$ cat src/rtl/mram_link_pkg.sv
// Shared definitions for the MRAM serial link: word-select encodings
// used by both the serialiser and the receiver, and the receiver FSM states.
package mram_link_pkg;

  localparam logic [1:0] WORD_SEL_NONE  = 2'b00;
  localparam logic [1:0] WORD_SEL_LOWER = 2'b01;
  localparam logic [1:0] WORD_SEL_UPPER = 2'b10;
  localparam logic [1:0] WORD_SEL_FULL  = 2'b11;

  typedef enum logic [1:0] {
    RX_IDLE = 2'd0,
    RX_RECV = 2'd1,
    RX_DONE = 2'd2
  } rx_state_t;

endpackage

$ cat src/rtl/serial_to_parallel.sv
// Receive side of the MRAM serial link. Shifts in an LSB-first bit stream
// and presents it as a full word or a half word with matching byte enables,
// flagged by a single-cycle data_valid.
module serial_to_parallel
  import mram_link_pkg::*;
#(
  parameter int BUS_WIDTH = 16
) (
  input  logic                 clk,
  input  logic                 rst,
  input  logic                 en,
  input  logic                 start,
  input  logic [1:0]           word_sel,
  input  logic                 data_in,
  output logic [BUS_WIDTH-1:0] data_out,
  output logic [1:0]           byte_en,
  output logic                 data_valid,
  output logic                 busy,
  output logic                 err
);

  localparam int HALF = BUS_WIDTH / 2;
  localparam int CW   = $clog2(BUS_WIDTH) + 1;

  rx_state_t            state;
  logic [BUS_WIDTH-1:0] shreg;
  logic [BUS_WIDTH-1:0] shreg_next;
  logic [BUS_WIDTH-1:0] word_next;
  logic [CW-1:0]        cnt;
  logic [CW-1:0]        last_cnt;
  logic [1:0]           sel_q;

  // New bits enter at the MSB so the first (LSB) bit ends up at the bottom
  // after a full frame, or at the bottom of the upper half after a half frame.
  assign shreg_next = {data_in, shreg[BUS_WIDTH-1:1]};

  // Index of the final bit of the current frame.
  assign last_cnt = (sel_q == WORD_SEL_FULL) ? CW'(BUS_WIDTH - 1) : CW'(HALF - 1);

  // Place the received bits into the correct half of the output word.
  always_comb begin
    word_next = '0;
    case (sel_q)
      WORD_SEL_FULL:  word_next = shreg_next;
      WORD_SEL_LOWER: word_next[HALF-1:0] = shreg_next[BUS_WIDTH-1:HALF];
      WORD_SEL_UPPER: word_next[BUS_WIDTH-1:HALF] = shreg_next[BUS_WIDTH-1:HALF];
      default:        word_next = '0;
    endcase
  end

  assign busy = (state != RX_IDLE);

  // Receiver FSM, shift register, bit counter and registered outputs.
  always_ff @(posedge clk or posedge rst) begin
    if (rst) begin
      state      <= RX_IDLE;
      shreg      <= '0;
      cnt        <= '0;
      sel_q      <= WORD_SEL_NONE;
      data_out   <= '0;
      byte_en    <= 2'b00;
      data_valid <= 1'b0;
      err        <= 1'b0;
    end else begin
      // Pulses last one cycle; they are never stretched by a stall.
      data_valid <= 1'b0;
      err        <= 1'b0;
      if (en) begin
        case (state)
          RX_IDLE: begin
            if (start) begin
              if (word_sel == WORD_SEL_NONE) begin
                err <= 1'b1;
              end else begin
                sel_q <= word_sel;
                shreg <= '0;
                cnt   <= '0;
                state <= RX_RECV;
              end
            end
          end
          RX_RECV: begin
            shreg <= shreg_next;
            cnt   <= cnt + 1'b1;
            if (cnt == last_cnt) begin
              data_out   <= word_next;
              byte_en    <= sel_q;
              data_valid <= 1'b1;
              state      <= RX_DONE;
            end
          end
          RX_DONE: begin
            state <= RX_IDLE;
          end
          default: begin
            state <= RX_IDLE;
          end
        endcase
      end
    end
  end

endmodule

$ cat config.mk
export PLATFORM = sky130hd
export DESIGN_NAME = serial_to_parallel
export DESIGN_NICKNAME = d
export VERILOG_FILES = /design/src/rtl/mram_link_pkg.sv /design/src/rtl/serial_to_parallel.sv
export SDC_FILE = /design/constraint.sdc
export NUM_CORES = 1
export LEC_CHECK = 0
export BUFFER_PORTS_ARGS = -buffer_cell sky130_fd_sc_hd__buf_2
export CAP_MARGIN = 20
export CORE_MARGIN = 1.5
export CORE_UTILIZATION = 54
export DETAILED_ROUTE_END_ITERATION = 10
export GPL_TIMING_DRIVEN = 1
export PLACE_DENSITY = 0.72
export REMOVE_ABC_BUFFERS = 1
export SLEW_MARGIN = 5
export SYNTH_ARGS = -nofsm -noshare
export SYNTH_HDL_FRONTEND = slang
export SYNTH_SLANG_ARGS = --single-unit
$ cat constraint.sdc
create_clock -name clk -period 2.01 [get_ports clk]
set_input_delay 0.201 -clock clk [delete_from_list [all_inputs] [get_ports clk]]
set_output_delay 0.201 -clock clk [all_outputs]
set_load 0.02 [all_outputs]
Word-level counts from Yosys, hierarchy flattened:

Cells that the tools add are included.

* add/subtract/negate cells: 1
* equal/unequal tests: 8
* mux-type cells: 20
* bitwise operators: 1
* reduce and logical (&&, ||, !) cells: 9

Operators by type and width (count)
* 2-to-1 mux 16 bit: 2
* one-hot mux 16 bit (2 select lines): 1
* one-hot mux 8 bit (2 select lines): 1
* AND reduction 4 bit: 3
* 2-to-1 mux 5 bit: 2
* one-hot mux 5 bit (2 select lines): 1
* 2-to-1 mux 8 bit: 1
* 2-to-1 mux 1 bit: 7
* 2-to-1 mux 2 bit: 3
* != test 2 bit, second input constant: 3
* adder 5 x 1 -> 5 bit, second input constant: 1
* == test 5 x 4 -> 1 bit: 1
* == test 2 x 1 -> 1 bit, second input constant: 2
* == test 2 bit, second input constant: 2
* logical NOT 2 bit: 2
* 2-to-1 mux 4 bit: 1
* one-hot mux 2 bit (2 select lines): 1
* nonzero test 2 bit: 2
* AND reduction 3 bit: 1
* OR reduction 2 bit: 1
* inverter 1 bit: 1

* flip-flop bits (word level): 45
* input port bits: 7
* output and inout bits: 21
* logic and storage cells: 47

Longest topological paths before layout:

* depth after elaboration: 6
* depth in mapped cells: 5
* gate-level depth less buffers: 4

Worst setup path after synthesis:

Ideal clock, no wire load.

* kind: register to register
* start: register cnt[0]
* end: register byte_en[0]
* setup time: 125 ps
* arrival time: 1356 ps
* data required time: 1885 ps
* slack: 529 ps
* cell stages (with the launch flop): 6
* buffers on the path: 1
* period minus slack after synthesis: 1481 ps
* path through: dfrtp_1 ha_1 and3b_1 o211ai_2 buf_6 mux2_4

* word-level cells in the longest chain between the ends: 2

RTL lines
* start, declared: RTL line serial_to_parallel.sv:29 `logic [CW-1:0] cnt;`
* start signal, assigned: RTL line serial_to_parallel.sv:84 `cnt <= cnt + 1'b1;`
* == test 5 x 4 -> 1 bit: RTL line serial_to_parallel.sv:85 `if (cnt == last_cnt) begin`
* AND reduction 3 bit (no line)
* end signal, assigned: RTL line serial_to_parallel.sv:87 `byte_en <= sel_q;`
* end, declared: RTL line serial_to_parallel.sv:16 `output logic [1:0] byte_en,`

Every way passes these cells.
A chain may end at the register's enable or synchronous reset.

Worst setup path in the final report:

* start: register state[0]
* end: register data_out[0]

* word-level cells in the longest chain between the ends: 2

RTL lines
* start, declared: RTL line serial_to_parallel.sv:25 `rx_state_t state;`
* start signal, assigned: RTL line serial_to_parallel.sv:56 `state <= RX_IDLE;`
* start signal, assigned: RTL line serial_to_parallel.sv:78 `state <= RX_RECV;`
* start signal, assigned: RTL line serial_to_parallel.sv:89 `state <= RX_DONE;`
* == test 2 x 1 -> 1 bit: RTL line serial_to_parallel.sv:69 `case (state)`
* AND reduction 3 bit (no line)
* end signal, assigned: RTL line serial_to_parallel.sv:86 `data_out <= word_next;`
* end, declared: RTL line serial_to_parallel.sv:15 `output logic [BUS_WIDTH-1:0] data_out,`

Every way passes these cells.

==> impl_metrics.toml <==
[timing]
relSlewSlack = 0.633
tightest_slew_ps = 550
finalSetupViolations = 0
fin_crit_sh = 0.799
setup_tns_ps = 0
rsz0062_at_grt = "false"
fmax_mhz = 622
clock_skew_ps = 10.7
setup_ws_ps = 403
slew_viol_final = 0
hold_viol_final = 0
min_period_ps = 1610

[drt]
drtIter0Drc = 66
vias_per_cell = 5.54
vias = 1407
ant_nets = 0
first_pass_iters = 4
drt-total-wl_mm = 3.95
wl_per_cell_um = 15.6
drc = 0

[yosys]
synth_top_flop_cell = "dfrtp_1"
yosysUniqueCellTypes = 27
synth.top_cell.area_share = 0.539
syn_area_mm2 = 0.00204
synthCells = 176
synth-seq-cells = 44
synth_common_cells = "dfrtp_1, inv_1, mux2i_1"
yosysWarnings = 0
syn_avg_cell_area_um2 = 11.6
synth.most_common_cell = "dfrtp_1"
async_flop_share = 1.00
synth_area_leaders = "dfrtp_1, mux2i_1, mux2_4"
ys_seq_area_frac = 0.539
synth-edff-count = 0
yosysTopAreaCell = "dfrtp_1"

[floorplan]
initial_core_util = 0.558
die_w_um = 64.5
die_h_um = 64.5
pin_count = 28
dieArea_mm2 = 0.00416
core.rowCount = 22
core-area_mm2 = 0.00366

[clocking]
cts_buffers = 5
cts_resized = 0
root_buffer = "clkbuf_8"
cts.path.max_buffers = 2
cts_hold_buffers = 0
clock_sinks = 44
cts_setup_buffers = 0
cts_max_level = 2
path_clk_slew_ps = 80
insertion_delay_ps = 300
cts_tree = "yes"

[grt]
track_usage = 0.219
grt_pass1_wl_mm = 6.91
grt_max_degree = 45
antenna_found_initial = 0
grt_pass1_vias = 1386
grt_overflow = 0

[layout]
layout-drive-gt1-share = 0.252
nNetsFinal = 213
stdcell_count = 254
syn_to_final_growth_pct = 13.7
final_core_util = 0.635
diodes = 0

[worst_setup_path]
critPathLaunchType = "register"
cp_max_fo = 20
cp-end-kind = "register"
critPathMaxStageDelay_ps = 620
crit_required_ps = 2200
crit_type = "reg -> reg"
crit_path_top_delay_cell = "dfrtp_1"
cp_cell_sequence = "and3b_1 -> o211ai_2 -> buf_12 -> mux2_4"
cp.arrival_ps = 1800

[flow_run]
maxCapViolations = 0

[place]
numPortBuffers = 27
dp_hpwl_mm = 2.65
gp_congestion = 0.775
dp_slack_ps = 410
place_inst = 246

[status]
outcome = "finished clean"

[power_and_ir_drop]
power.leakage_nw = 1.24
power_density_mw_per_mm2 = 1050
vdd_ir_drop_max_mv = 0.604

[worst_hold_path]
hp-class = "in -> async"
metal layers:
| layer | vias to the layer above | GRT usage | wire length [µm] |
|---|---|---|---|
| met5 | - | 0 | 0 |
| met1 | 702 | 0.293 | 1890 |
| met3 | 10 | 0.0556 | 146 |
| met2 | 29 | 0.336 | 1830 |
| met4 | 0 | 0.104 | 85 |
| li1 | 666 | - | - |
state kept, by name, summed over array words and instances (netlist names):
register,cells
err,1
byte_en,2
state,2
data_valid,1
cnt,5
shreg,15
sel_q,2
data_out,16
cells in the final DEF (no fill, tap or decap), drive strengths merged, types with 3 or more instances in the layout:
| cell type | synthesis | layout |
|---|---|---|
| a22o | 10 | 10 |
| buf | 5 | 32 |
| clkbuf | 5 | 7 |
| dfrtp | 44 | 44 |
| inv | 21 | 21 |
| mux2 | 11 | 11 |
| mux2i | 17 | 17 |
| nand2 | 13 | 13 |
| nand4 | 8 | 8 |
| nor2b | 11 | 11 |
| o21a | 3 | 3 |
| o21ai | 11 | 11 |
where the power goes:
group          internal [mW]  switching [mW]  leakage, nW
registers               1.06           0.183        0.541
clock network          0.279           0.301       0.0445
logic                  0.295           0.325        0.650
kinds of logic after synthesis:
| group | synth area share |
|---|---|
| buffers and inverters | 0.0673 |
| AND/OR/NAND/NOR | 0.115 |
| adder cells (fa/ha/maj) | 0.00612 |
| flip-flops | 0.539 |
| AO/OA/AOI/OAI | 0.111 |
| multiplexers | 0.162 |
per-stage QoR:
stage          power [mW]  instance area [µm²]  hold slack (ps)
2_1_floorplan        1.67                 1990              270
5_1_grt              2.60                 2320             94.9
4_1_cts              2.46                 2320             46.2
6_report             2.45                 2320             24.9
3_5_place_dp         1.88                 2230              371
3_3_place_gp         1.86                 2230              356
worst max-delay path, delay by kind of cell, from the launching register on:
family / cells / cell delay (ps)
AO/OA/AOI/OAI: 1 / 110
buffers and inverters: 1 / 180
flip-flops: 1 / 620
multiplexers: 1 / 310
AND/OR/NAND/NOR: 1 / 260
cell type report:
class                      instances  area, µm²
inverter                          21       78.8
multi-input combinational        101        806
fill                             300       1340
clock inverter                     1       7.51
clock buffer                       7       86.3
timing repair buffer              32        185
tap                               48       60.1
sequential                        44       1100
final timing paths:
check                      slack [ps]  depth (start not counted)   startpoint     endpoint
max in group asynchronous        1600                          3          rst     shreg[5]
max                               400                          4     state[0]  data_out[0]
min in group clk                  110                          2  word_sel[1]          err
min                                20                          3          rst  data_out[9]
max reg2reg                       400                          4     state[0]  data_out[0]
min reg2reg                       520                          1  data_out[4]  data_out[4]
Note: power is estimated with default switching activity, not from simulation.
